File: src/rtl/mba_pkg.sv
// Shared definitions for the modified-Booth (radix-4) multiplier datapath:
// partial-product select codes and the sequencer state encoding.
package mba_pkg;

  localparam logic [1:0] SEL_ZERO   = 2'b00;
  localparam logic [1:0] SEL_M      = 2'b01;
  localparam logic [1:0] SEL_2M     = 2'b10;
  localparam logic [1:0] SEL_UNUSED = 2'b11;

  typedef enum logic [1:0] {
    IDLE = 2'd0,
    RUN  = 2'd1,
    DONE = 2'd2
  } state_t;

endpackage

File: src/rtl/booth_r4_encoder.sv
// Radix-4 Booth recoder: multiplier triplet -> {sel1, sel0, neg}.
module booth_r4_encoder
  import mba_pkg::*;
(
  input  logic [2:0] i_triplet,
  output logic       o_sel1,
  output logic       o_sel0,
  output logic       o_neg
);

  logic [1:0] w_sel;
  logic       w_neg;

  always_comb begin
    w_sel = SEL_ZERO;
    w_neg = 1'b0;
    case (i_triplet)
      3'b001, 3'b010: begin w_sel = SEL_M;  w_neg = 1'b0; end
      3'b011:         begin w_sel = SEL_2M; w_neg = 1'b0; end
      3'b100:         begin w_sel = SEL_2M; w_neg = 1'b1; end
      3'b101, 3'b110: begin w_sel = SEL_M;  w_neg = 1'b1; end
      default:        begin w_sel = SEL_ZERO; w_neg = 1'b0; end
    endcase
  end

  assign o_sel1 = w_sel[1];
  assign o_sel0 = w_sel[0];
  assign o_neg  = w_neg;

endmodule

File: src/rtl/mba_mux4.sv
// Single-bit 4:1 select cell used to build the partial-product selector.
module mba_mux4 (
  input  logic       i_d0,
  input  logic       i_d1,
  input  logic       i_d2,
  input  logic       i_d3,
  input  logic [1:0] i_sel,
  output logic       o_y
);

  always_comb begin
    o_y = 1'b0;
    case (i_sel)
      2'b00:   o_y = i_d0;
      2'b01:   o_y = i_d1;
      2'b10:   o_y = i_d2;
      2'b11:   o_y = i_d3;
      default: o_y = 1'b0;
    endcase
  end

endmodule

File: src/rtl/booth_r4_seq_mul.sv
// Iterative signed radix-4 Booth multiplier, one Booth digit per clock,
// with a start/busy/done handshake and a fixed WIDTH/2+1 cycle latency.
module booth_r4_seq_mul
  import mba_pkg::*;
#(
  parameter int WIDTH = 8
) (
  input  logic               clk_i,
  input  logic               rst_i,
  input  logic               start_i,
  input  logic [WIDTH-1:0]   multiplicand_i,
  input  logic [WIDTH-1:0]   multiplier_i,
  output logic               busy_o,
  output logic               done_o,
  output logic [2*WIDTH-1:0] product_o
);

  localparam int PW  = WIDTH + 2;
  localparam int AW  = 2 * WIDTH + 2;
  localparam int NIT = WIDTH / 2;
  localparam int CW  = $clog2(NIT + 1);

  state_t             r_state;
  state_t             w_next;
  logic [PW-1:0]      r_m;
  logic [WIDTH:0]     r_q;
  logic [AW-1:0]      r_acc;
  logic [CW-1:0]      r_cnt;
  logic [2*WIDTH-1:0] r_product;
  logic               r_busy;
  logic               r_done;

  logic               w_accept;
  logic               w_sel1;
  logic               w_sel0;
  logic               w_neg;
  logic [PW-1:0]      w_m2;
  logic [PW-1:0]      w_pp_sel;
  logic [PW-1:0]      w_pp_inv;
  logic [AW-1:0]      w_pp_ext;
  logic [AW-1:0]      w_pp_sh;
  logic [AW-1:0]      w_rnd;
  logic [AW-1:0]      w_acc_next;
  logic [CW-1:0]      w_iter;

  assign w_accept = start_i && (r_state != RUN);

  booth_r4_encoder u_enc (
    .i_triplet (r_q[2:0]),
    .o_sel1    (w_sel1),
    .o_sel0    (w_sel0),
    .o_neg     (w_neg)
  );

  assign w_m2 = {r_m[PW-2:0], 1'b0};

  for (genvar b = 0; b < PW; b++) begin : g_ppsel
    mba_mux4 u_mux (
      .i_d0  (1'b0),
      .i_d1  (r_m[b]),
      .i_d2  (w_m2[b]),
      .i_d3  (1'b0),
      .i_sel ({w_sel1, w_sel0}),
      .o_y   (w_pp_sel[b])
    );
  end

  // Negation is invert here plus a +1 at the digit's weight in the same add.
  assign w_pp_inv   = w_pp_sel ^ {PW{w_neg}};
  assign w_pp_ext   = {{(AW-PW){w_pp_inv[PW-1]}}, w_pp_inv};
  assign w_iter     = CW'(NIT) - r_cnt;
  assign w_pp_sh    = w_pp_ext << {w_iter, 1'b0};
  assign w_rnd      = {{(AW-1){1'b0}}, w_neg} << {w_iter, 1'b0};
  assign w_acc_next = r_acc + w_pp_sh + w_rnd;

  // State register.
  always_ff @(posedge clk_i) begin
    if (rst_i) begin
      r_state <= IDLE;
    end else begin
      r_state <= w_next;
    end
  end

  // Next-state logic.
  always_comb begin
    w_next = r_state;
    case (r_state)
      IDLE: begin
        if (start_i) w_next = RUN;
        else         w_next = IDLE;
      end
      RUN: begin
        if (r_cnt == CW'(1)) w_next = DONE;
        else                 w_next = RUN;
      end
      DONE: begin
        if (start_i) w_next = RUN;
        else         w_next = IDLE;
      end
      default: w_next = IDLE;
    endcase
  end

  // Operand latch, Booth iteration and registered handshake outputs.
  always_ff @(posedge clk_i) begin
    if (rst_i) begin
      r_m       <= '0;
      r_q       <= '0;
      r_acc     <= '0;
      r_cnt     <= '0;
      r_product <= '0;
      r_busy    <= 1'b0;
      r_done    <= 1'b0;
    end else begin
      r_busy <= (w_next == RUN);
      r_done <= (w_next == DONE);
      if (w_accept) begin
        r_m   <= {{2{multiplicand_i[WIDTH-1]}}, multiplicand_i};
        r_q   <= {multiplier_i, 1'b0};
        r_acc <= '0;
        r_cnt <= CW'(NIT);
      end else if (r_state == RUN) begin
        r_acc <= w_acc_next;
        r_q   <= {{2{r_q[WIDTH]}}, r_q[WIDTH:2]};
        r_cnt <= r_cnt - CW'(1);
        if (r_cnt == CW'(1)) begin
          r_product <= w_acc_next[2*WIDTH-1:0];
        end
      end
    end
  end

  assign busy_o    = r_busy;
  assign done_o    = r_done;
  assign product_o = r_product;

endmodule

File: config.mk
export PLATFORM = sky130hd
export DESIGN_NAME = booth_r4_seq_mul
export DESIGN_NICKNAME = d
export VERILOG_FILES = /design/src/rtl/mba_pkg.sv /design/src/rtl/booth_r4_encoder.sv /design/src/rtl/mba_mux4.sv /design/src/rtl/booth_r4_seq_mul.sv
export SDC_FILE = /design/constraint.sdc
export NUM_CORES = 1
export LEC_CHECK = 0
export ABC_AREA = 1
export CORE_UTILIZATION = 55
export DETAILED_ROUTE_END_ITERATION = 6
export GPL_ROUTABILITY_DRIVEN = 0
export PLACE_DENSITY_LB_ADDON = 0.05
export SYNTH_ARGS = -nofsm -noshare
export SYNTH_HDL_FRONTEND = slang
export SYNTH_SLANG_ARGS = --single-unit
File: constraint.sdc
create_clock -name clk_i -period 5.6 [get_ports clk_i]
set_input_delay 1.12 -clock clk_i [delete_from_list [all_inputs] [get_ports clk_i]]
set_output_delay 1.12 -clock clk_i [all_outputs]
set_load 0.03 [all_outputs]
Word-level counts from Yosys, hierarchy flattened. Cells that the tools add are included.

Eq/ne operators: 15. Shifts and indexed selects: 2. Reduce and logical (&&, ||, !) cells: 12. $add $sub $neg: 4. Bitwise gates (word level): 2. Multiplexer cells: 19.

Operators with widths (number): $add 18x18->18 (2); $pmux 1 s3 (9); $shl 1x4->18 (1); $shl 18x4->18 (1); $xor 10x10->10 (1); $eq 3x3->1 const B (3); $mux 9 (1); $eq 2x2->1 const B (4); $mux 8 (1); $pmux 2 s2 (2); $reduce_or 2->1 (4); $eq 2x1->1 const B (3); $eq 3x1->1 const B (2); $eq 3x2->1 const B (2); $mux 3 (2); $reduce_or 3->1 (2); $logic_not 2->1 (2); $reduce_or 4->1 (1); $reduce_and 3->1 (1); $sub 3x1->3 const B (1); $sub 3x3->3 const A (1); $mux 1 (2); $mux 2 (1); $ne 2x1->1 const B (1); other kinds (4) (4).

Input port bits: 19. Output and inout bits: 18. Logic and storage cells: 65. Flip-flop bits (word level): 58.

Depth between registers and ports, before layout.
Depth in word-level cells: 10. Gate-level depth with buffers: 29. Gate-level depth less buffers: 28.

Cells and area by module. From an unflattened synthesis, not the netlist that was laid out.

Cell total of the unflattened synthesis: 704. Area total of the unflattened synthesis: 4329.2 µm².

Modules (own cells, without submodules): booth_r4_seq_mul (cells each 565, times used 1, area each 3778.6 µm²); mba_mux4 (cells each 13, times used 10, area each 51.3 µm²); booth_r4_encoder (cells each 9, times used 1, area each 37.5 µm²).

Worst setup path after synthesis. OpenSTA, ideal clock, no wires.

Path kind: reg-to-reg. Start: register r_q[0]. End: register r_acc[9]. Cell stages (with the launch flop): 26. Arrival: 3.712 ns. Setup slack: 1.773 ns. Required time: 5.485 ns. Buffers on the path: 1. Period minus slack after synthesis: 3.827 ns. Library setup time: 0.115 ns. Cells stage by stage: dfxtp_1 -> inv_1 -> ha_1 -> nand2_2 -> o21ai_0 -> inv_1 -> ha_1 -> buf_4 -> inv_4 -> nand2_1 -> o21ai_1 -> xor2_1 -> mux2i_1 -> o21ai_0 -> or2_2 -> fa_1 -> inv_1 -> ha_1 -> a21oi_1 -> nand2_1 -> nand3_1 -> nand2_1 -> a31oi_1 -> xnor2_1 -> o21ai_0 -> inv_1.

Cells in the longest elaborated chain, start to end: 10.

RTL lines: start, declared (line booth_r4_seq_mul.sv:26) `logic [WIDTH:0] r_q;`; start signal, assigned (line booth_r4_seq_mul.sv:120) `r_q <= {multiplier_i, 1'b0};`; start signal, assigned (line booth_r4_seq_mul.sv:125) `r_q <= {{2{r_q[WIDTH]}}, r_q[WIDTH:2]};`; $eq 3x1->1, or another cell as far along (line booth_r4_encoder.sv:17) `case (i_triplet)`; $reduce_or 4->1 (no source line) or $reduce_or 2->1 (tied branches); $pmux 2 s2 (line booth_r4_encoder.sv:17); $eq 2x2->1 or $logic_not 2->1 (tied branches) (line mba_mux4.sv:13) `case (i_sel)`; $reduce_or 3->1 (no source line) or $reduce_or 2->1 (tied branches); $pmux 1 s2 or $pmux 1 s3 (tied branches) (line mba_mux4.sv:13); $xor 10x10->10 (line booth_r4_seq_mul.sv:69) `assign w_pp_inv = w_pp_sel ^ {PW{w_neg}};`; $shl 18x4->18 (line booth_r4_seq_mul.sv:72) `assign w_pp_sh = w_pp_ext << {w_iter, 1'b0};`; $add 18x18->18 (line booth_r4_seq_mul.sv:74) `assign w_acc_next = r_acc + w_pp_sh + w_rnd;`; $add 18x18->18 (*) (line booth_r4_seq_mul.sv:74); end signal, assigned (line booth_r4_seq_mul.sv:124) `r_acc <= w_acc_next;`; end, declared (line booth_r4_seq_mul.sv:27) `logic [AW-1:0] r_acc;`.

Mark *: on every way between the ends. The rest lies on a longest branch, timed or not. A chain may end at the register's enable or synchronous reset.

Worst setup path after layout.
Start: register r_q[0]. End: register r_product[13], in the netlist product_o[13].

Cells in the longest elaborated chain, start to end: 10.

RTL lines: $eq 3x1->1, or another cell as far along (line booth_r4_encoder.sv:17); $reduce_or 4->1 (no source line) or $reduce_or 2->1 (tied branches); $pmux 2 s2 (line booth_r4_encoder.sv:17); $eq 2x2->1 or $logic_not 2->1 (tied branches) (line mba_mux4.sv:13); $reduce_or 3->1 (no source line) or $reduce_or 2->1 (tied branches); $pmux 1 s2 or $pmux 1 s3 (tied branches) (line mba_mux4.sv:13); $xor 10x10->10 (line booth_r4_seq_mul.sv:69); $shl 18x4->18 (line booth_r4_seq_mul.sv:72); $add 18x18->18 (line booth_r4_seq_mul.sv:74); $add 18x18->18 (*) (line booth_r4_seq_mul.sv:74); end signal, assigned (line booth_r4_seq_mul.sv:128) `r_product <= w_acc_next[2*WIDTH-1:0];`; end, declared (line booth_r4_seq_mul.sv:29) `logic [2*WIDTH-1:0] r_product;`.

Marks and branches as above.

==> qor.txt <==
Status: finished, final reports clean
Setup Skew: 11.96 ps
Hold path cells: 2
CP Launch Point: r_q[0]$_SDFFE_PP0P_
Unrepaired setup endpoints after global routing: no
Clock latency on the worst-skew pair: 320 ps
Max-slew headroom: 0.5240
HP Start: r_acc[2]$_SDFFE_PP0P_
CP max stage cell: fa_1
CP arrival: 4810 ps
Static Leak: 2.122 nW
Clock-pin slew on the worst setup and hold paths: 110 ps
Synth area leaders: dfxtp_1 29%, nand2_1 12%, ha_1 9.6%, inv_1 7.3%, nor2_1 5.2%
Dpl ws: 1111 ps
Final wirelength: 9094 microns
First-pass GRT wire length: 15040 microns
Pwr per Cell Area: 232.5 nW/um^2
CTS sink count: 56
DR WL/cell: 13.33 microns
Synth Area per Inst: 7.003 sq um
FF-to-FF End: product_o[13]$_SDFFE_PP0P_
Ys async rst share: 0
Area share of the leading cell type in the synthesized netlist: 0.2854
Register area: 1121 sq um
Warnings, synthesis: 0
Max VDD drop: 0.1683 mV
H-Tree Depth: 2
Layout Utilization: 0.6458
Area growth, synth to finish: 12.29%
Port buffer count: 36
Grt ovf: 0
Detailed-route via count: 3596
Distinct cell type count after synthesis: 43
Multi-input gate area: 2387 sq um
Cell Rows: 30
CP startpoint kind: register
F_max: 218.0 MHz
Area after DPL: 4322 sq um
DR pass1 iterations: 5
Hold EP: r_acc[2]$_SDFFE_PP0P_
Largest net degree at the start of global routing: 27
Pins Over Slew Limit: 0
Die width: 86.52 microns
Critical path buffer and inverter count: 5
I/O pin count: 37
Total power: 0.001026 W
Vias in the first global route: 3186
CORE AREA: 6832 sq um
CP endpoint kind: register
Worst reg-to-reg path cell count: 25
Count leader, synth: nand2_1
Critical Path RT: 5820 ps
Total negative slack: 0 ps
Full die area: 7485 sq um
CTS resizes: 0
Mapped Cells: 561
Reg2reg setup slack: 1010 ps
Root Driver: clkbuf_8
Dpl hpwl: 6918 microns
Setup ws final: 1012 ps
Starting DRT DRC Count: 288
Fin crit share: 0.8193
Via-to-Cell Ratio: 5.273
Critical path class: register to register
Fin crit period: 4588 ps
Crit-path max FO: 10
TritonCTS Buffers: 5
Post-Synthesis Net Count: 619
Post-CTS setup repair buffer count: 0
TritonCTS clock tree: yes
Hold_buf cts: 0
Total track usage: 0.2558
Sequential share of the synthesized area: 0.2854
Post-synth EDFFs: 0
Crit path largest cell delay: 530 ps
Hold WC Path Type: register to register
Ys flop type: dfxtp_1
Final net count: 643
Post-route DRC violation count: 0
Max-Cap Viols: 0
Clock Tree Buf Depth: 2
Critical path's top delay family: adder cells
Reg2reg start: r_q[0]$_SDFFE_PP0P_
Initial core utilization: 0.5751
Vert. Die Dim: 86.52 microns
Post-route cell area: 4412 sq um
Area leader, netlist: dfxtp_1
Setup violations, final: 0
Antenna viol nets, final: 0
Cell area after synthesis: 3929 sq um
Synth top cells by count: 123 x nand2_1, 76 x inv_1, 56 x dfxtp_1
Fillcell total: 623
Initial antenna violation count: 0
Ant. Diodes: 0
Hold Vio Cnt, Final: 0
Seq cells post-synth: 56
Fraction of layout cells with a size suffix above 1: 0.06485
Worst Tran Pin Value: 713.2 ps
-- sequential cells by signal (all words and copies together), names as in the netlist --
signal     cells
product_o     16
r_acc         16
r_q            9
r_m            8
r_cnt          3
r_state        2
busy_o         1
done_o         1
-- layout make-up --
class	count	area share
multi-input cells	401	0.5411
repair buffers	39	0.08678
flip-flops and latches	56	0.2541
inverters	82	0.07033
well taps	96	0.02723
clock inverters	3	0.004821
clock buffers	5	0.01560
-- worst reg2reg max path, cell delays in order, from the launching register on --
cell	delay [ps]
dfxtp_1	390
inv_1	80
ha_1	220
nand2_2	80
o21ai_0	110
inv_1	100
ha_1	370
inv_4	90
nand2_1	90
o21ai_1	70
xor2_1	160
o21ai_0	300
nand2_1	80
o21ai_1	200
nand2_1	150
fa_1	530
inv_1	40
ha_1	380
a21oi_1	230
o21ai_0	110
nand2_1	70
nand3_1	130
a21oi_1	200
xor2_1	100
o21ai_0	160
inv_1	50
-- power by group --
part	switching, W	total [W]	leakage [nW]	internal [W]
sequential	0.0000151	0.000434	0.457	0.000419
clock	0.000145	0.000234	0.0445	0.0000894
combinational	0.000236	0.000358	1.62	0.000122
total	0.000395	0.00103	2.12	0.000630
-- layout by cell type, fill, tap and decap left out, drive strengths merged, types with 4 or more instances in the layout --
cell type / instances
a21oi: 38
clkbuf: 5
clkdlybuf4s50: 36
dfxtp: 56
fa: 9
ha: 30
inv: 81
nand2: 128
nand3: 39
nand4: 6
nor2: 56
nor4: 4
o211ai: 6
o21ai: 43
o221ai: 5
xnor2: 7
xor2: 9
-- worst max-delay path by stage --
stage	end	depth (start not counted)	slack (ps)
2_1_floorplan	r_acc[9]$_SDFFE_PP0P_	25	1770
3_3_place_gp	r_acc[13]$_SDFFE_PP0P_	25	1220
3_5_place_dp	r_acc[13]$_SDFFE_PP0P_	25	1110
4_1_cts	r_acc[13]$_SDFFE_PP0P_	25	1080
5_1_grt	r_acc[13]$_SDFFE_PP0P_	25	670
6_report	product_o[13]$_SDFFE_PP0P_	25	1010
-- per-layer routing --
layer | GRT usage | wire, microns
met5 | 0 | 0
met4 | 0.06667 | 80
met3 | 0.04286 | 577
met2 | 0.3961 | 3891
met1 | 0.3692 | 4544
-- metrics by stage --
step                hold slack [ps]  instances
floorplan                     439.8        561
global placement              450.6        674
detailed placement            455.8        674
CTS                           473.2        682
global route                  484.7        682
finish                        470.1        682
-- cell families after synthesis --
| logic type | after synthesis | share of synthesized area |
|---|---|---|
| XOR/XNOR | 16 | 0.03949 |
| multiplexers | 1 | 0.002548 |
| adder cells (fa/ha/maj) | 39 | 0.1414 |
| buffers and inverters | 104 | 0.1070 |
| AO/OA/AOI/OAI | 107 | 0.1541 |
| AND/OR/NAND/NOR | 238 | 0.2701 |
| flip-flops | 56 | 0.2854 |
No activity file was read; power rests on OpenSTA's default activity.
==> variant, RTL diff (same settings) <==
The 3 states of `state_t` get a one-hot encoding in 3 bits.
--- a/src/rtl/mba_pkg.sv
+++ b/src/rtl/mba_pkg.sv
@@ -8,8 +8,8 @@
   localparam logic [1:0] SEL_UNUSED = 2'b11;
 
-  typedef enum logic [1:0] {
-    IDLE = 2'd0,
-    RUN  = 2'd1,
-    DONE = 2'd2
+  typedef enum logic [2:0] {
+    IDLE = 3'b001,
+    RUN  = 3'b010,
+    DONE = 3'b100
   } state_t;
 
Behaviour: same outputs for any inputs over 4 cycles, from zero or initial values and one cycle with rst_i high; so few cycles prove little.
==> variant against the original RTL <==
Sequential share of layout area is 0.099 points higher. First-iteration DRC count is 55% lower. Wire length is 1.4% lower. Sequential cell count is 1 higher. Die area is 1.6% lower. Clock power is 92% higher. Total power is 3.1% higher. Cell area is 1.4% higher. Count of clock-buffer cells in the layout is 7 higher. Worst setup slack worse by 0.49 ns. Synthesized area is 1.6% lower. Clock skew is 0.0020 ns higher. Critical endpoint is now r_acc[15]$_SDFFE_PP0N_. Largest cell class unchanged. Largest power group is now clock.
==> variant: results (changes against the original RTL) <==
Detailed Routing Iterations Pass 1=4 (-1); worst clock skew=0.0140 ns (+0.00199 ns); outcome=completed; Worst Reg-to-Reg Cells=16 (-36%); CTS clk-pin slew, worst paths=0.07 ns (-0.04 ns); met3 WL=436 um (-24%); Routed WL=8970 um (-1.4%); Worst R2R End=r_acc[15]$_SDFFE_PP0N_; synth top area cells=dfxtp_1 (30%), nand2_1 (11%), ha_1 (9.7%); hold endpoint=product_o[15]$_SDFFE_PP0P_; largest net degree at the start of global routing=32 (+19%); Sw Pwr=300 uW (-24%); DP HPWL=6720 um (-2.8%); Comb pwr share=17.3% (-18 points); Seq cells=57 (+1.8%); crit path max fanout=18 (+8); register area=1140 um^2 (+1.8%); Seq. pwr=424 uW (-2%); number of fill cells=625 (+0.32%); WL met2=4400 um (+13%); CLK BUF=12 (+7); first-pass GRT wire length=15200 um (+0.96%); worst reg2reg startpoint=r_cnt[0]$_SDFFE_PP0N_; Distinct cells, synth=47 (+9.3%); Peak supply drop=0.110 mV (-34%); flop2flop setup slack=0.52 ns (-0.49 ns); Non-Clock Buffer Count=37 (-5.1%); CP max stage cell=dfxtp_1; Multi-input gate area=2330 um^2 (-2.3%); multi-input gates=386 (-3.7%); Inverters=74 (-9.8%)
==> variant: cell types whose count changed after synthesis, moves of 3 or more <==
cell / change
o21ai_1: +4
nand3_1: -8
nand2_1: -6
a22o_1: +5
nor2_1: -3
a21oi_1: -8
inv_1: -8
clkbuf_1: -3
==> variant: per-layer routing <==
metal  GRT usage, %  vias to the layer above
met5              0                        -
li1               -                     1804
met4           11.5                        0
met2           46.1                       98
met3           7.03                       22
met1           31.6                     1567
==> variant: worst max-delay path by stage <==
stage / end / slack [ns] / cells after the start
floorplan: r_acc[11]$_SDFFE_PP0N_ / 1.68 / 26
global route: r_acc[15]$_SDFFE_PP0N_ / 0.16 / 16
finish: r_acc[15]$_SDFFE_PP0N_ / 0.52 / 16
CTS: r_acc[15]$_SDFFE_PP0N_ / 0.63 / 16
global placement: r_acc[11]$_SDFFE_PP0N_ / 0.83 / 15
detailed placement: r_acc[15]$_SDFFE_PP0N_ / 0.68 / 16
==> variant: kinds of logic after synthesis <==
| kind of cell | count (synthesis) | share of synthesized area, % |
|---|---|---|
| buffers and inverters | 95 | 10.1 |
| AOI/OAI and AO/OA | 107 | 16.1 |
| adders and majority gates | 39 | 14.4 |
| and+or+nand+nor | 223 | 25.6 |
| DFF | 57 | 29.5 |
| muxes | 1 | 0.259 |
| xor gates and xnor gates | 16 | 4.01 |
==> variant: per-stage QoR <==
| step | cell area [um^2] | power, uW | utilization, % | instances |
|---|---|---|---|---|
| final | 4470 | 1060 | 65.8 | 666 |
| after global routing | 4470 | 1110 | 65.8 | 666 |
| after CTS | 4470 | 1060 | 65.8 | 666 |
| after detailed placement | 4240 | 613 | 62.4 | 650 |
| after global placement | 4240 | 610 | 62.4 | 650 |
| after floorplan | 3870 | 567 | - | 538 |
